$ cat config.mk
export PLATFORM = sky130hd
export DESIGN_NAME = mips32_mem_arbiter
export DESIGN_NICKNAME = d
export VERILOG_FILES = /design/src/rtl/mips32_mem_arbiter.sv
export SDC_FILE = /design/constraint.sdc
export NUM_CORES = 1
export LEC_CHECK = 0
export ABC_AREA = 1
export CAP_MARGIN = 25
export CORE_AREA = 2 2 110 112
export DETAILED_ROUTE_END_ITERATION = 8
export DIE_AREA = 0 0 112 114
export PLACE_DENSITY = 0.55
export SLEW_MARGIN = 30
export SYNTH_ARGS = -nofsm -noshare
export SYNTH_HDL_FRONTEND = slang
export SYNTH_SLANG_ARGS = --single-unit
$ cat constraint.sdc
create_clock -name clk -period 2.47 [get_ports clk]
set_input_delay 0.741 -clock clk [delete_from_list [all_inputs] [get_ports clk]]
set_output_delay 0.741 -clock clk [all_outputs]
set_load 0.1 [all_outputs]
$ cat src/rtl/mips32_mem_arbiter.sv
// Single-port memory arbiter for the mips32 core: loader > starved fetch > data > fetch.
// Grants one access per cycle and steers read data to the winner one cycle later.
module mips32_mem_arbiter #(
  parameter int unsigned AW       = 10,
  parameter int unsigned DW       = 32,
  parameter int unsigned MAX_WAIT = 4
) (
  input  logic          clk,
  input  logic          rst_n,
  input  logic          core_halt,
  input  logic          ldr_req,
  input  logic          ldr_we,
  input  logic [AW-1:0] ldr_addr,
  input  logic [DW-1:0] ldr_wdata,
  output logic          ldr_gnt,
  output logic          ldr_rvalid,
  output logic [DW-1:0] ldr_rdata,
  input  logic          dm_req,
  input  logic          dm_we,
  input  logic [AW-1:0] dm_addr,
  input  logic [DW-1:0] dm_wdata,
  output logic          dm_gnt,
  output logic          dm_rvalid,
  output logic [DW-1:0] dm_rdata,
  input  logic          im_req,
  input  logic [AW-1:0] im_addr,
  output logic          im_gnt,
  output logic          im_rvalid,
  output logic [DW-1:0] im_rdata,
  output logic          mem_en,
  output logic          mem_we,
  output logic [AW-1:0] mem_addr,
  output logic [DW-1:0] mem_wdata,
  input  logic [DW-1:0] mem_rdata
);

  typedef enum logic [1:0] {
    SRC_NONE = 2'd0,
    SRC_LDR  = 2'd1,
    SRC_DM   = 2'd2,
    SRC_IM   = 2'd3
  } src_e;

  localparam logic [3:0] WAIT_MAX = 4'(MAX_WAIT);

  src_e       rsp_src_q, rsp_src_d;
  logic [3:0] im_wait_q, im_wait_d;
  logic       dm_req_m, im_req_m;

  always_ff @(posedge clk or negedge rst_n) begin
    if (!rst_n) begin
      rsp_src_q <= SRC_NONE;
      im_wait_q <= '0;
    end else begin
      rsp_src_q <= rsp_src_d;
      im_wait_q <= im_wait_d;
    end
  end

  always_comb begin
    ldr_gnt   = 1'b0;
    dm_gnt    = 1'b0;
    im_gnt    = 1'b0;
    mem_en    = 1'b0;
    mem_we    = 1'b0;
    mem_addr  = '0;
    mem_wdata = '0;
    rsp_src_d = SRC_NONE;
    im_wait_d = im_wait_q;
    dm_req_m  = dm_req & ~core_halt;
    im_req_m  = im_req & ~core_halt;

    if (ldr_req) begin
      ldr_gnt   = 1'b1;
      mem_en    = 1'b1;
      mem_we    = ldr_we;
      mem_addr  = ldr_addr;
      mem_wdata = ldr_wdata;
      if (!ldr_we) rsp_src_d = SRC_LDR;
    end else if (im_req_m && (im_wait_q == WAIT_MAX)) begin
      im_gnt    = 1'b1;
      mem_en    = 1'b1;
      mem_addr  = im_addr;
      rsp_src_d = SRC_IM;
    end else if (dm_req_m) begin
      dm_gnt    = 1'b1;
      mem_en    = 1'b1;
      mem_we    = dm_we;
      mem_addr  = dm_addr;
      mem_wdata = dm_wdata;
      if (!dm_we) rsp_src_d = SRC_DM;
    end else if (im_req_m) begin
      im_gnt    = 1'b1;
      mem_en    = 1'b1;
      mem_addr  = im_addr;
      rsp_src_d = SRC_IM;
    end

    // Halt freezes the starvation count; otherwise it tracks consecutive denials.
    if (!core_halt) begin
      if (!im_req || im_gnt)         im_wait_d = '0;
      else if (im_wait_q < WAIT_MAX) im_wait_d = im_wait_q + 4'd1;
    end

    ldr_rvalid = (rsp_src_q == SRC_LDR);
    dm_rvalid  = (rsp_src_q == SRC_DM);
    im_rvalid  = (rsp_src_q == SRC_IM);
    ldr_rdata  = ldr_rvalid ? mem_rdata : '0;
    dm_rdata   = dm_rvalid  ? mem_rdata : '0;
    im_rdata   = im_rvalid  ? mem_rdata : '0;

    // Combinational request-path outputs must read as zero while reset is held.
    if (!rst_n) begin
      ldr_gnt   = 1'b0;
      dm_gnt    = 1'b0;
      im_gnt    = 1'b0;
      mem_en    = 1'b0;
      mem_we    = 1'b0;
      mem_addr  = '0;
      mem_wdata = '0;
    end
  end

endmodule

==> results.md <==
* H-tree Lvls at 1
* Core region area at ~0.012 mm2
* Clk buf depth at 2
* Unrepaired setup endpoints after global routing: yes
* Post-layout minimum cycle time at around 2600 ps
* Tcrit/Tclk final at 1.058
* Final Slew Violations at 0
* Pin count of the biggest net entering global routing at 34
* Most frequent cells in the layout: buf_12, clkdlybuf4s50_1, nor2_1
* Inst Count DP at 803
* Horiz. Die Dim at 112 um
* Fin Hold WS at 464.1 ps
* Layout cell share with drive strength beyond 1 at 0.5744
* Drt drc at 0
* Clock transition at path regs at approximately 30 ps
* Adder-Cell Fraction of Synth Area at 0.01459
* Worst r2r dst: im_wait_q[2]$_DFFE_PN0P_
* Routed WL per cell at approximately 15 um
* Synth warn at 0
* Mapped Nets at about 500
* DRT Pass-1 Iters at 4
* Initial antenna violation count at 0
* RR Startpoint: im_wait_q[1]$_DFFE_PN0P_
* Final nets at between 800 and 900
* Hold Crit Class: in2async
* Clk_lat worst skew at roughly 230 ps
* Layout overhead on the synthesized area at 353.4%
* Endpoints failing setup at between 40 and 50
* Arr. time, crit path at between 1500 and 2000 ps
* Placed Area at 0.006998 mm2
* FILL cells at 927
* Design area at between 0.007 and 0.008 mm2
* Maximum VDD drop at 0.1993 mV
* Worst EP required at between 1500 and 2000 ps
* CTS Hold Buffers Added at 0
* CTS tree: yes
* Max_cap viols at 0
* Status: finished with violations
* Yosys reg bits at 6
* Sum Neg Setup Slack at -4140 ps
* Rel. slew slack at 0.5591
* PD cells at between 200 and 300 mW/mm2
* Register area share after synthesis at 0.08753
* DRT antenna net count at 0
* Final Non-Filler Cells at slightly above 800
* Lkg Pwr at 0.003324 uW
* GPL Wtd Cong at between 0.8 and 0.9
* Clock root buffer: clkbuf_16
* Type of origin of the critical path: input pin
* I/O Buffers at about 280
* Mapped Cells at 375
* Failing checks: setup timing
* Worst Reg-to-Reg Cells at 12
* Vias in the first global route at 3,433
* Io pins at 280
* DR vias at around 3,400
* First-pass GRT wire length at 18.57 mm
* Total wire length at 12.59 mm
* Post-synthesis compound-gate area fraction at 0.01240
* Overflow after GRT at 0
* CTS Sinks at 6
* FF-to-FF setup slack at roughly 750 ps
* Worst Setup SP: im_req
* Post-synthesis mux area share at 0
* Via density per instance at ~4.2
* Avg Cell Area, Syn at approximately 4.6 um2
* Leading cell type in the layout, fill and taps excluded: buf_12
* Total die area at roughly 0.013 mm2
* TritonCTS Buffers at 3
* Largest family of logic cells by synthesized area: simple AND/OR/NAND/NOR gates
* Post-DP HPWL at between 10 and 15 mm
* Max Clock Freq at between 300 and 400 MHz
* Post-Synth Simple-Gate Area at 0.6944
* Diodes inserted at 0
* Max FO, Critical Path at 5
* Initial Util at 0.1465
* Setup WS post-layout at -143.4 ps
* Clk_skew at about 4.1 ps
* Rows at 40
* Die Height at around 110 um
* DR iter-0 viols at between 80 and 90
* Synth Area in XOR/XNOR at 0.005106
* Critical path type: in2out
* Gr usage total at 0.1826
* Crit. End Element: output port
* Syn Std Cell Area at about 0.0017 mm2
* Worst slew pin tran at about 660 ps
* Yosys cell types at 21
* Final hold vios at 0
logic make-up after synthesis:
kind of cell             Yosys count
adder cells (fa/ha/maj)            2
XOR/XNOR                           1
AO/OA/AOI/OAI                      4
flip-flops                         6
AND/OR/NAND/NOR                  285
buffers and inverters             77
cell usage after synthesis (all sizes together):
cell type,count,share of area
buf,8,0.035
or2,2,0.0073
xnor2,1,0.0051
inv,55,0.12
a31oi,1,0.0036
nor2,125,0.28
dfrtp,6,0.088
nand3,37,0.11
clkbuf,14,0.031
ha,2,0.015
nand4,1,0.012
o21ai,2,0.0058
a21oi,1,0.0029
nand2,120,0.28
layer usage:
| layer | track usage | up-vias | share of wire |
|---|---|---|---|
| met3 | 0.03454 | 16 | 0.067 |
| met5 | 0 | - | 0 |
| li1 | - | 1698 | - |
| met2 | 0.3596 | 165 | 0.55 |
| met4 | 0.04634 | 0 | 0.019 |
| met1 | 0.2002 | 1540 | 0.37 |
worst max-delay path by stage:
stage	end	slack (ps)
CTS	mem_wdata[19]	-170
finish	mem_wdata[26]	-140
global route	mem_wdata[19]	-200
floorplan	im_rdata[0]	-350
global placement	mem_addr[1]	-600
detailed placement	mem_addr[1]	-620
sequential cells by signal, summed over array words and instances (netlist names):
signal and cells:
rsp_src_q 2, im_wait_q 4
worst max-delay path: stages:
cell	delay [ps]
buf_8	90
inv_8	30
nor2_4	120
nand4_4	90
nand3_2	100
nor2_4	50
buf_6	110
buf_6	120
buf_12	140
nand2_4	70
nand2_8	50
buf_12	160
layout make-up:
type	instances	area, um2	share of cell area
flip-flops and latches	6	150.1	0.01931
inverters	55	260.3	0.03346
repair buffers	316	4706	0.6051
clock buffers	3	75.07	0.009653
well taps	147	183.9	0.02365
multi-input cells	292	2402	0.3089
per-stage QoR:
stage / power [uW] / setup slack (ps) / util
final: 2308 / -143.4 / 0.6641
after global routing: 2383 / -203.2 / 0.6641
after CTS: 2280 / -168.5 / 0.6486
after detailed placement: 1942 / -619.0 / 0.5975
after global placement: 1931 / -601.3 / 0.5975
after floorplan: 1184 / -348.7 / -
power breakdown:
group	switching (uW)	internal [uW]	total [uW]
registers	9.96	109	118
clock network	55.2	208	263
logic	1180	745	1930
total	1250	1060	2310
what timing repair did:
action,CTS,global route
pin swaps,11,17
buffers inserted,12,1
setup endpoints to repair,48,79
endpoints found under the hold margin,0,0
gates cloned,4,1
resized for setup,112,64
(Power assumes the default switching activity.)
